<file path="src/rtl/jpeg_fetch_ctrl.sv">
// JPEG bitstream fetch controller: issues word-aligned reads for a byte-length job,
// buffers responses in a credit-limited FIFO and streams words with byte enables.
module jpeg_fetch_ctrl #(
  parameter int unsigned FIFO_DEPTH = 8
) (
  input  logic        clk_i,
  input  logic        rst_i,
  input  logic        start_i,
  input  logic        abort_i,
  input  logic [31:0] src_addr_i,
  input  logic [31:0] src_len_i,
  output logic        mem_req_o,
  output logic [31:0] mem_addr_o,
  input  logic        mem_accept_i,
  input  logic        mem_resp_valid_i,
  input  logic [31:0] mem_resp_data_i,
  output logic        outport_valid_o,
  output logic [31:0] outport_data_o,
  output logic [3:0]  outport_strb_o,
  output logic        outport_last_o,
  input  logic        outport_accept_i,
  input  logic        core_idle_i,
  output logic        busy_o,
  output logic        done_o,
  output logic        aborted_o
);

  localparam int unsigned PW = $clog2(FIFO_DEPTH);
  localparam int unsigned CW = PW + 1;
  localparam int unsigned SW = CW + 1;
  localparam logic [CW:0] DEPTH_L = SW'(FIFO_DEPTH);

  typedef enum logic [2:0] {IDLE, FETCH, DRAIN, WAIT_IDLE, ABORT} state_t;

  state_t        state_q, state_d;
  logic [31:0]   addr_q, addr_d;
  logic [31:0]   words_total_q, words_total_d;
  logic [31:0]   words_issued_q, words_issued_d;
  logic [31:0]   out_idx_q, out_idx_d;
  logic [1:0]    tail_q, tail_d;
  logic [CW-1:0] outstanding_q, outstanding_d;
  logic [CW-1:0] fifo_count_q, fifo_count_d;
  logic [PW-1:0] wr_ptr_q, wr_ptr_d;
  logic [PW-1:0] rd_ptr_q, rd_ptr_d;
  logic          done_q, done_d;
  logic          aborted_q, aborted_d;

  logic [31:0]   fifo_mem [FIFO_DEPTH];

  logic          mem_req;
  logic          req_fire;
  logic          resp_take;
  logic          fifo_push;
  logic          fifo_pop;
  logic          out_valid;
  logic          is_last;
  logic [CW:0]   inflight;
  logic [3:0]    last_strb;

  // Outstanding plus buffered words never exceeds FIFO_DEPTH, so pushes cannot overflow.
  always_comb begin
    inflight  = {1'b0, outstanding_q} + {1'b0, fifo_count_q};
    mem_req   = (state_q == FETCH) && !abort_i && (inflight < DEPTH_L) &&
                (words_issued_q < words_total_q);
    req_fire  = mem_req && mem_accept_i;
    resp_take = mem_resp_valid_i && (outstanding_q != '0);
    fifo_push = resp_take && ((state_q == FETCH) || (state_q == DRAIN));
    out_valid = ((state_q == FETCH) || (state_q == DRAIN)) && (fifo_count_q != '0);
    fifo_pop  = out_valid && outport_accept_i;
    is_last   = (out_idx_q == (words_total_q - 32'd1));
    case (tail_q)
      2'd1:    last_strb = 4'b0001;
      2'd2:    last_strb = 4'b0011;
      2'd3:    last_strb = 4'b0111;
      default: last_strb = 4'b1111;
    endcase
  end

  always_comb begin
    state_d        = state_q;
    addr_d         = addr_q;
    words_total_d  = words_total_q;
    words_issued_d = words_issued_q;
    out_idx_d      = out_idx_q;
    tail_d         = tail_q;
    outstanding_d  = outstanding_q;
    fifo_count_d   = fifo_count_q;
    wr_ptr_d       = wr_ptr_q;
    rd_ptr_d       = rd_ptr_q;
    done_d         = 1'b0;
    aborted_d      = 1'b0;

    if (req_fire) begin
      addr_d         = addr_q + 32'd4;
      words_issued_d = words_issued_q + 32'd1;
    end
    case ({req_fire, resp_take})
      2'b10:   outstanding_d = outstanding_q + CW'(1);
      2'b01:   outstanding_d = outstanding_q - CW'(1);
      default: outstanding_d = outstanding_q;
    endcase
    if (fifo_push) wr_ptr_d = wr_ptr_q + PW'(1);
    if (fifo_pop) begin
      rd_ptr_d  = rd_ptr_q + PW'(1);
      out_idx_d = out_idx_q + 32'd1;
    end
    case ({fifo_push, fifo_pop})
      2'b10:   fifo_count_d = fifo_count_q + CW'(1);
      2'b01:   fifo_count_d = fifo_count_q - CW'(1);
      default: fifo_count_d = fifo_count_q;
    endcase

    case (state_q)
      IDLE: begin
        if (start_i) begin
          if (src_len_i == '0) begin
            done_d = 1'b1;
          end else begin
            addr_d         = src_addr_i & ~32'h3;
            words_total_d  = {2'b00, src_len_i[31:2]} + {31'b0, |src_len_i[1:0]};
            tail_d         = src_len_i[1:0];
            words_issued_d = '0;
            out_idx_d      = '0;
            state_d        = FETCH;
          end
        end
      end
      FETCH, DRAIN: begin
        if ((state_q == FETCH) && req_fire && (words_issued_d == words_total_q)) state_d = DRAIN;
        if (fifo_pop && is_last) state_d = WAIT_IDLE;
        if (abort_i) state_d = ABORT;
      end
      WAIT_IDLE: begin
        if (abort_i) begin
          state_d = ABORT;
        end else if (core_idle_i) begin
          done_d  = 1'b1;
          state_d = IDLE;
        end
      end
      ABORT: begin
        if (outstanding_q == '0) begin
          aborted_d = 1'b1;
          state_d   = IDLE;
        end
      end
      default: state_d = IDLE;
    endcase

    // Entering or sitting in ABORT keeps the FIFO flushed; late responses only retire credit.
    if (state_d == ABORT) begin
      fifo_count_d = '0;
      wr_ptr_d     = '0;
      rd_ptr_d     = '0;
    end
  end

  always_ff @(posedge clk_i or posedge rst_i) begin
    if (rst_i) begin
      state_q        <= IDLE;
      addr_q         <= '0;
      words_total_q  <= '0;
      words_issued_q <= '0;
      out_idx_q      <= '0;
      tail_q         <= '0;
      outstanding_q  <= '0;
      fifo_count_q   <= '0;
      wr_ptr_q       <= '0;
      rd_ptr_q       <= '0;
      done_q         <= 1'b0;
      aborted_q      <= 1'b0;
    end else begin
      state_q        <= state_d;
      addr_q         <= addr_d;
      words_total_q  <= words_total_d;
      words_issued_q <= words_issued_d;
      out_idx_q      <= out_idx_d;
      tail_q         <= tail_d;
      outstanding_q  <= outstanding_d;
      fifo_count_q   <= fifo_count_d;
      wr_ptr_q       <= wr_ptr_d;
      rd_ptr_q       <= rd_ptr_d;
      done_q         <= done_d;
      aborted_q      <= aborted_d;
    end
  end

  always_ff @(posedge clk_i) begin
    if (fifo_push) fifo_mem[wr_ptr_q] <= mem_resp_data_i;
  end

  assign mem_req_o       = mem_req;
  assign mem_addr_o      = addr_q;
  assign outport_valid_o = out_valid;
  assign outport_data_o  = out_valid ? fifo_mem[rd_ptr_q] : '0;
  assign outport_strb_o  = !out_valid ? 4'b0000 : (is_last ? last_strb : 4'b1111);
  assign outport_last_o  = out_valid && is_last;
  assign busy_o          = (state_q != IDLE);
  assign done_o          = done_q;
  assign aborted_o       = aborted_q;

endmodule

</file>
<file path="config.mk">
export PLATFORM = sky130hd
export DESIGN_NAME = jpeg_fetch_ctrl
export DESIGN_NICKNAME = d
export VERILOG_FILES = /design/src/rtl/jpeg_fetch_ctrl.sv
export SDC_FILE = /design/constraint.sdc
export NUM_CORES = 1
export LEC_CHECK = 0
export ABC_AREA = 1
export ABC_CLOCK_PERIOD_IN_PS = 9050
export BUFFER_PORTS_ARGS = -buffer_cell sky130_fd_sc_hd__clkbuf_2
export CORE_MARGIN = 2
export CORE_UTILIZATION = 60
export DETAILED_ROUTE_END_ITERATION = 8
export GPL_ROUTABILITY_DRIVEN = 0
export GPL_TIMING_DRIVEN = 0
export MAX_ROUTING_LAYER = met4
export PLACE_DENSITY = 0.77
export SETUP_SLACK_MARGIN = 0.15
export SYNTH_ARGS = -nofsm -noshare
export SYNTH_HDL_FRONTEND = slang
export SYNTH_SLANG_ARGS = --single-unit
</file>
<file path="constraint.sdc">
create_clock -name clk_i -period 9.05 [get_ports clk_i]
set_input_delay 0.4525 -clock clk_i [delete_from_list [all_inputs] [get_ports clk_i]]
set_output_delay 0.4525 -clock clk_i [all_outputs]
set_load 0.01 [all_outputs]
</file>
==> run summary <==
Post-CTS Setup Inserts - 0
Startpoint types - register
Logic pwr share - 0.371
Maximum VDD drop - 0.227 mV
Pint - 4.08 mW
DP HPWL - 47,000 um
Initial antenna violation count - 1
Overall power - 6.88 mW
Die footprint - 38,200 sq um
Setup TNS - 0 ns
Final wirelength - 65,900 um
Largest net degree at the start of global routing - 81
Pre-CTS setup slack - 4.51 ns
Post-CTS sizing - 0
Global route total overflow - 0
Yosys reg bits - 402
# rows - 70
Syn. warnings - 0
Clk sink count - 402
Final period utilization - 0.521
Worst-path cell chain - inv_1, ha_1, nand2_1, inv_1, o21ai_0, nand3_1, nor2_1, nand2_1, nor2_2, nand3_1, buf_6, buf_6, clkbuf_1, ha_1, ha_1, nand2_1, nor2_1, a211oi_1, nor2_1, nor2_1, nand2_1, xnor2_1
Layout Cells excl Fill - 3,210
Met2 layer usage reported by global route - 0.568
Core Area - 36,300 sq um
Max stage delay on crit path - 0.46 ns
Routed vias/inst - 6.12
Clk_lat worst skew - 0.60 ns
Cells after synthesis - 2,477
Crit end category - register
Pwr Density - 273 nW/um^2
Violated checks - negative hold slack
Area Growth Syn to Fin - 14.5%
Clk slew on worst S/H paths - 0.06 ns
Top Ports - 178
Chip width - 196 um
Initial Util - 0.606
Global Route Usage Sum - 0.354
Cts hold-fix bufs - 0
Clock Tree Buf Depth - 3
Final-report hold violation count - 3
Power share of the sequential group - 0.363
Number of global-route vias before repair - 19,200
First-pass GRT wire length - 102,000 um
Post-route DRC - 0
Outcome - complete, but fails checks
Crit path DAT - 5.19 ns
Slew Viols, Final - 0
Dpl cells - 3,128
GR Util met3 - 0.0717
Nets@finish - 2,861
H-tree Lvls - 2
DR iter-0 viols - 2,036
Syn Area/Cell - 8.89 sq um
TritonCTS clock tree - built
Worst-case setup margin in the final layout - 4.34 ns
Unrepaired setup endpoints after global routing - false
Asr flop ratio synth - 0.363
Buffers on Ports - 173
Worst path slowest cell - o21ai_0
Synthesized cell area - 22,000 sq um
Worst Max-Slew Pin Slew - 0.889 ns
Max-capacitance violation count - 0
Top_reg_cell synth - edfxtp_1
Synth unique cells - 61
DRT antenna net count - 0
CP max FO - 10
Met1 Use GR - 0.410
Sw frac - 0.408
# fillers - 2,782
Fmax - 0.212 GHz
Final setup viols - 0
Clock share of power - 0.266
Worst endpoint required time - 9.53 ns
Skew final - 0.0205 ns
Share of layout cells above drive strength 1 - 0.140
Setup CP Type - reg -> reg
Area occupied by multi-input gates - 9410 sq um
Worst slew margin - 0.407
CTS Buf Count - 44
EDFF count, synth - 256
Die Y - 196 um
Sequential cell area - 11,300 sq um
Hold crit path type - in -> async
Cell leakage power - 10.4 nW
Post-synthesis sequential area ratio - 0.515
CTS Root Cell - clkbuf_16
Final hold slack - -0.0103 ns
WL per Instance - 20.5 um
Final Critical Period - 4.71 ns
Grt peak-use layer - met2
Vias - 19,600
First-pass iteration count of the detailed router - 7
Switching power - 2.80 mW
## cell usage in the layout, fill, tap and decap left out, drive strengths merged, types with 3 or more instances in the layout
cell,n
nand2,471
nor2,351
clkbuf,301
edfxtp,256
inv,240
o21ai,207
dfrtp,146
nand3,123
nor3,113
xor2,89
nand4,85
o221a,64
a21oi,58
ha,49
buf,29
nor4,27
xnor2,24
clkinv,24
or2,13
nand3b,7
a211oi,6
o21a,6
a31oi,6
mux2i,5
bufinv,5
nor3b,5
o211ai,4
clkinvlp,4
and2,3
and3,3
## power by group through the flow
stage | clock, mW | sequential, mW | combinational (mW)
2_1_floorplan | 0 | 2.44 | 1.67
3_3_place_gp | 0 | 2.51 | 2.37
3_5_place_dp | 0 | 2.52 | 2.48
4_1_cts | 1.84 | 2.48 | 2.51
5_1_grt | 1.91 | 2.52 | 2.81
6_report | 1.83 | 2.50 | 2.55
## metal layers
metal  wire, um  share of wire  vias to the layer above
met3       6150          0.093                      269
met4       4170          0.063                        0
met5          0              0                        -
met1      24500           0.37                     9319
li1           -              -                     8985
met2      31100           0.47                     1059
## state kept, by name (all words and copies together) (netlist names)
signal and flops:
aborted_o 1, outstanding_q 4, fifo_mem 256, out_idx_q 32, wr_ptr_q 3, words_issued_q 32, words_total_q 31, fifo_count_q 4
tail_q 2, state_q 3, rd_ptr_q 3, done_o 1, mem_addr_o 30
## synth_stat cells, drive strengths merged, types with 3 or more instances
library cell / instances / area share
o221a: 64 / 0.033
nand3: 123 / 0.028
ha: 49 / 0.028
o211ai: 4 / 0.0014
dfrtp: 146 / 0.17
or2: 13 / 0.0038
nor2: 351 / 0.062
and3: 3 / 0.00085
inv: 240 / 0.041
edfxtp: 256 / 0.35
nand4: 85 / 0.025
xnor2: 24 / 0.0095
mux2i: 5 / 0.0023
o21ai: 207 / 0.047
a21oi: 58 / 0.013
a31oi: 6 / 0.0017
nor3: 113 / 0.028
buf: 20 / 0.0056
nor4: 27 / 0.0085
nand2: 471 / 0.081
o21a: 6 / 0.0020
nor3b: 5 / 0.0019
xor2: 89 / 0.035
and2: 3 / 0.00085
clkbuf: 79 / 0.013
nand3b: 7 / 0.0024
a211oi: 6 / 0.0020
## cells by family after synthesis
group	count (synthesis)	synth area share
simple gates	1203	0.243
flops	402	0.515
compound gates	362	0.104
buf+inv	340	0.0603
xor+xnor	113	0.0449
fa+ha+maj	51	0.0297
mux	5	0.00227
other cells	1	0.000170
## stage by stage
| stage | area (sq um) | util |
|---|---|---|
| detailed placement | 23700 | 0.653 |
| global placement | 23500 | 0.646 |
| floorplan | 22000 | - |
| CTS | 25200 | 0.694 |
| finish | 25200 | 0.694 |
| global route | 25200 | 0.694 |
## worst max-delay path: cells and delay by family, from the launching register on
kind	cells	cell delay [ns]
compound gates	2	0.72
xor+xnor	1	0.12
fa+ha+maj	3	0.99
simple gates	11	1.48
buf+inv	5	0.84
flops	1	0.44
## layout make-up
class | instances | share of cell area
Antenna cell | 1 | 0.0000992
Timing Repair Buffer | 182 | 0.0427
Tap cell | 468 | 0.0232
Clock buffer | 49 | 0.0448
Buffer | 99 | 0.0167
Multi-Input combinational cell | 1736 | 0.373
Inverter | 241 | 0.0362
Sequential cell | 402 | 0.450
Clock inverter | 32 | 0.0132
## worst paths after layout
check                                     to  slack [ns]               from  depth (start not counted)
max                         outstanding_q[3]        4.34  words_total_q[29]                         22
min                         outstanding_q[1]       -0.01              rst_i                          2
max reg2reg                 outstanding_q[3]        4.34  words_total_q[29]                         22
min reg2reg                 outstanding_q[3]        0.51   outstanding_q[3]                          1
max in group asynchronous  words_total_q[20]        8.19              rst_i                          3
min in group clk_i            mem_addr_o[26]        0.06     src_addr_i[26]                          3
Power figures use the tool's default switching activity.
